$ cat src/rtl/seg_decode_capture.sv
// Seven-segment digit capture: waits for a stable active-low pattern, decodes it
// to a hex nibble and assembles pairs of digits into a byte.
module seg_decode_capture #(
    parameter int STABLE_CYCLES  = 4,
    parameter int TIMEOUT_CYCLES = 64
) (
    input  logic       Clock,
    input  logic       Reset,
    input  logic [6:0] Seg,
    input  logic       Capture,
    input  logic       Clear,
    output logic [3:0] Nibble,
    output logic       Valid,
    output logic       Error,
    output logic [7:0] Byte,
    output logic       ByteValid,
    output logic       Busy
);

    typedef enum logic {IDLE, WAIT} state_t;

    state_t     state;
    logic [6:0] sample;
    logic [3:0] stable_cnt;
    logic [7:0] tmo_cnt;
    logic       digit_cnt;

    logic       accept;
    logic       timeout;
    logic [4:0] dec;

    // Returns {legal, value}; the codes are the active-low g..a hex display set.
    function automatic logic [4:0] seg_decode(input logic [6:0] s);
        logic [4:0] r;
        case (s)
            7'h40: r = {1'b1, 4'h0};
            7'h79: r = {1'b1, 4'h1};
            7'h24: r = {1'b1, 4'h2};
            7'h30: r = {1'b1, 4'h3};
            7'h19: r = {1'b1, 4'h4};
            7'h12: r = {1'b1, 4'h5};
            7'h02: r = {1'b1, 4'h6};
            7'h78: r = {1'b1, 4'h7};
            7'h00: r = {1'b1, 4'h8};
            7'h10: r = {1'b1, 4'h9};
            7'h08: r = {1'b1, 4'hA};
            7'h03: r = {1'b1, 4'hB};
            7'h46: r = {1'b1, 4'hC};
            7'h21: r = {1'b1, 4'hD};
            7'h06: r = {1'b1, 4'hE};
            7'h0E: r = {1'b1, 4'hF};
            default: r = 5'h00;
        endcase
        return r;
    endfunction

    always_comb begin
        accept  = (state == WAIT) && (Seg == sample) &&
                  (stable_cnt == 4'(STABLE_CYCLES - 1));
        timeout = (state == WAIT) && !accept &&
                  (tmo_cnt == 8'(TIMEOUT_CYCLES - 1));
        dec     = seg_decode(sample);
    end

    always_ff @(posedge Clock or posedge Reset) begin
        if (Reset) begin
            state      <= IDLE;
            sample     <= '0;
            stable_cnt <= '0;
            tmo_cnt    <= '0;
            digit_cnt  <= 1'b0;
            Nibble     <= '0;
            Byte       <= '0;
            Valid      <= 1'b0;
            Error      <= 1'b0;
            ByteValid  <= 1'b0;
            Busy       <= 1'b0;
        end else begin
            Valid     <= 1'b0;
            Error     <= 1'b0;
            ByteValid <= 1'b0;

            // Clear comes first so that a same-edge accept lands on a fresh byte.
            if (Clear) begin
                Byte      <= '0;
                digit_cnt <= 1'b0;
            end

            case (state)
                IDLE: begin
                    if (Capture) begin
                        state      <= WAIT;
                        sample     <= Seg;
                        stable_cnt <= 4'd1;
                        tmo_cnt    <= 8'd1;
                        Busy       <= 1'b1;
                    end
                end
                WAIT: begin
                    tmo_cnt <= tmo_cnt + 8'd1;
                    if (Seg == sample) begin
                        stable_cnt <= stable_cnt + 4'd1;
                    end else begin
                        sample     <= Seg;
                        stable_cnt <= 4'd1;
                    end

                    if (accept) begin
                        state <= IDLE;
                        Busy  <= 1'b0;
                        if (dec[4]) begin
                            Nibble <= dec[3:0];
                            Valid  <= 1'b1;
                            if (Clear || !digit_cnt) begin
                                Byte[7:4] <= dec[3:0];
                                digit_cnt <= 1'b1;
                            end else begin
                                Byte[3:0] <= dec[3:0];
                                digit_cnt <= 1'b0;
                                ByteValid <= 1'b1;
                            end
                        end else begin
                            Error <= 1'b1;
                        end
                    end else if (timeout) begin
                        state <= IDLE;
                        Busy  <= 1'b0;
                        Error <= 1'b1;
                    end
                end
                default: state <= IDLE;
            endcase
        end
    end

endmodule

$ cat config.mk
export PLATFORM = sky130hd
export DESIGN_NAME = seg_decode_capture
export DESIGN_NICKNAME = d
export VERILOG_FILES = /design/src/rtl/seg_decode_capture.sv
export SDC_FILE = /design/constraint.sdc
export NUM_CORES = 1
export LEC_CHECK = 0
export ABC_AREA = 1
export BUFFER_PORTS_ARGS = -buffer_cell sky130_fd_sc_hd__buf_4
export CORE_ASPECT_RATIO = 2
export CORE_MARGIN = 4
export CORE_UTILIZATION = 37
export CTS_CLUSTER_DIAMETER = 30
export DETAILED_ROUTE_END_ITERATION = 8
export PLACE_DENSITY_LB_ADDON = 0.15
export SLEW_MARGIN = 20
export SYNTH_ARGS = -nofsm -noshare
export SYNTH_HDL_FRONTEND = slang
export SYNTH_SLANG_ARGS = --single-unit
export TNS_END_PERCENT = 5
$ cat constraint.sdc
create_clock -name Clock -period 2.2 [get_ports Clock]
set_input_delay 0.22 -clock Clock [delete_from_list [all_inputs] [get_ports Clock]]
set_output_delay 0.22 -clock Clock [all_outputs]
set_load 0.02 [all_outputs]
==> metrics.txt <==
Crit Path Max Fanout=7; worst r2r dst=digit_cnt; crit path time final=1840 ps; cells along the critical path=nor2_1 > nand2_2 > inv_2 > nand2_1 > nand3_2 > nor2_2 > nand3_4 > ha_1 > nor2_1 > a21oi_1; Req. time, crit path=2380 ps; Post-Syn Nets=292; share of flip-flops with an asynchronous set or reset=100%; DRT antenna net count=0; period utilization=83.7%; Data arrival, critical path=2020 ps; Syn Inst Count=278; initial antenna violation count=0; Post-synth top flop=dfrtp_1; Yosys cell types=29; Setup Viol. Count Final=0; clock skew=1.97 ps; hold buffers post-CTS=0; GPL Wtd Cong=0.814; GRT Util Overall=15.7%; total routed wirelength=4.83 mm; status=complete, no violations; multi-input logic area=1020 µm²; worst hold-check path type=input pin to asynchronous set/reset pin; area grow syn2layout=16.9%; crit path capture=digit_cnt; GRT overflow=0; worst slew pin tran=646 ps; fin nets=325; setup bufs post-CTS=0; Max-Cap Viols=0; largest net degree at the start of global routing=38; CTS tree=done; # rows=38; flop2flop setup slack=360 ps; critical path's slowest cell=dfrtp_1; share of layout cells above drive strength 1=18.9%; most frequent CP cell=nor2_1; CTS buffer count=5; Slew Viols, Final=0; peak supply drop=0.486 mV; clock-pin slew on the worst setup and hold paths=80 ps; first-pass GRT wire length=8.26 mm; DRC=0; number of port buffers=26; leak pwr=1.34 nW; post-synthesis sequential area ratio=43.8%; die width=61.4 µm; final-report hold violation count=0; Placed Area=2380 µm²; CTS Sinks=37; worst skew pair latency=300 ps; Critical Path Source=sample[5]; final-layout fill cell count=573; Worst path max stage delay=470 ps; reg2reg start=sample[5]; overall via count from detail_route=1,848; die area=7050 µm²; vias in the first global route=1,901; CP endpoint kind=register; setup slack after layout=359 ps; n_diodes=0; TritonRoute pass-1 iters=4; pre-CTS worst setup slack=356 ps; vias per inst=4.97; largest buffer count on any clock path=2; final instance area=2470 µm²; CTS H-tree depth=2; max frequency=0.543 GHz; Core Region=5470 µm²; wire per inst=13.0 µm; cells on worst reg2reg path=10; RSZ-0062 raised after global routing=false; Top Ports=27; DP HPWL=3.83 mm; synth warn=0; Initial Utilization=38.6%; PostCTS Resize Cnt=0; number of enable flip-flop cells after synthesis=0; Slew HR=56.6%; chip height=115 µm; CTS root buf=clkbuf_8; crit path launch type=register; initial detailed-routing violation count=59; CP Class=register to register; Syn Std Cell Area=2110 µm²; post-route setup TNS=0 ps; PD cells=723 nW/µm²; register area=926 µm²; synthesized area per cell=7.60 µm²; Synth Register Bits=37
synth_stat cells (4+ instances only):
cell	count	area share, %
nand4_1	5	1.5
o21ai_0	10	2.4
xnor2_1	4	1.7
inv_2	6	1.1
o21ai_1	6	1.4
nor2_1	34	6.0
inv_1	35	6.2
nor3_1	4	0.95
dfrtp_1	37	44
nand2_1	77	14
a21oi_1	8	1.9
nand3_1	19	4.5
through the flow:
stage / total power [mW] / hold slack [ps] / std cells / util (%)
after floorplan: 1.20 / 370 / 278 / -
after global routing: 1.92 / 90.9 / 372 / 45.1
after detailed placement: 1.33 / 378 / 364 / 43.6
final: 1.79 / 39.4 / 372 / 45.1
after global placement: 1.31 / 374 / 364 / 43.6
after CTS: 1.81 / 47.0 / 372 / 45.1
flip-flops by register name, summed over array words and instances, names as in the netlist:
register    cells
Busy            1
Byte            8
tmo_cnt         8
sample          7
state           1
stable_cnt      4
Error           1
Valid           1
digit_cnt       1
ByteValid       1
Nibble          4
logic make-up after synthesis:
kind of cell	Yosys count	synth area share, %
simple gates	157	35.2
buf+inv	43	8.00
flops	37	43.8
compound gates	32	8.65
xor+xnor	6	2.49
fa+ha+maj	3	1.78
how the worst min path moves through the flow:
stage,start,end,cells past startpoint
floorplan,Seg[1],sample[1],2
global placement,Reset,sample[3],3
detailed placement,Reset,sample[3],3
CTS,Reset,sample[3],3
global route,Reset,tmo_cnt[5],3
finish,Reset,sample[3],3
cells in the final DEF, fill, tap and decap left out, drive strengths merged, types with 5 or more instances in the layout:
cell type / synthesis / final
a21oi: 9 / 9
o21ai: 16 / 16
nand4: 5 / 5
nor2: 40 / 40
inv: 41 / 41
nand2: 82 / 82
dfrtp: 37 / 37
clkbuf: 0 / 5
nand3: 24 / 24
buf: 2 / 28
layer usage:
metal	global-route usage, %	up-vias	wire (µm)
li1	-	948	-
met1	16.4	848	1850
met4	8.07	0	172
met2	28.3	41	2620
met3	3.03	11	191
met5	0	-	0
cell type report:
| cell class | instances | share of cell area (%) |
|---|---|---|
| clock buffer | 5 | 2.79 |
| tap | 60 | 3.04 |
| sequential | 37 | 37.5 |
| multi-input combinational | 198 | 41.2 |
| timing repair buffer | 28 | 8.51 |
| inverter | 41 | 6.23 |
| clock inverter | 3 | 0.710 |
worst max-delay path: cells and delay by family, from the launching register on:
kind / cells / cell delay [ps]
adders and majority gates: 1 / 320
and+or+nand+nor: 7 / 820
DFF: 1 / 470
buffers and inverters: 1 / 50
AOI/OAI and AO/OA: 1 / 50
report_power, final:
part | internal, mW | switching (mW)
registers | 0.778 | 0.0918
logic | 0.172 | 0.267
clock network | 0.219 | 0.259
Note: power is estimated with default switching activity, not from simulation.
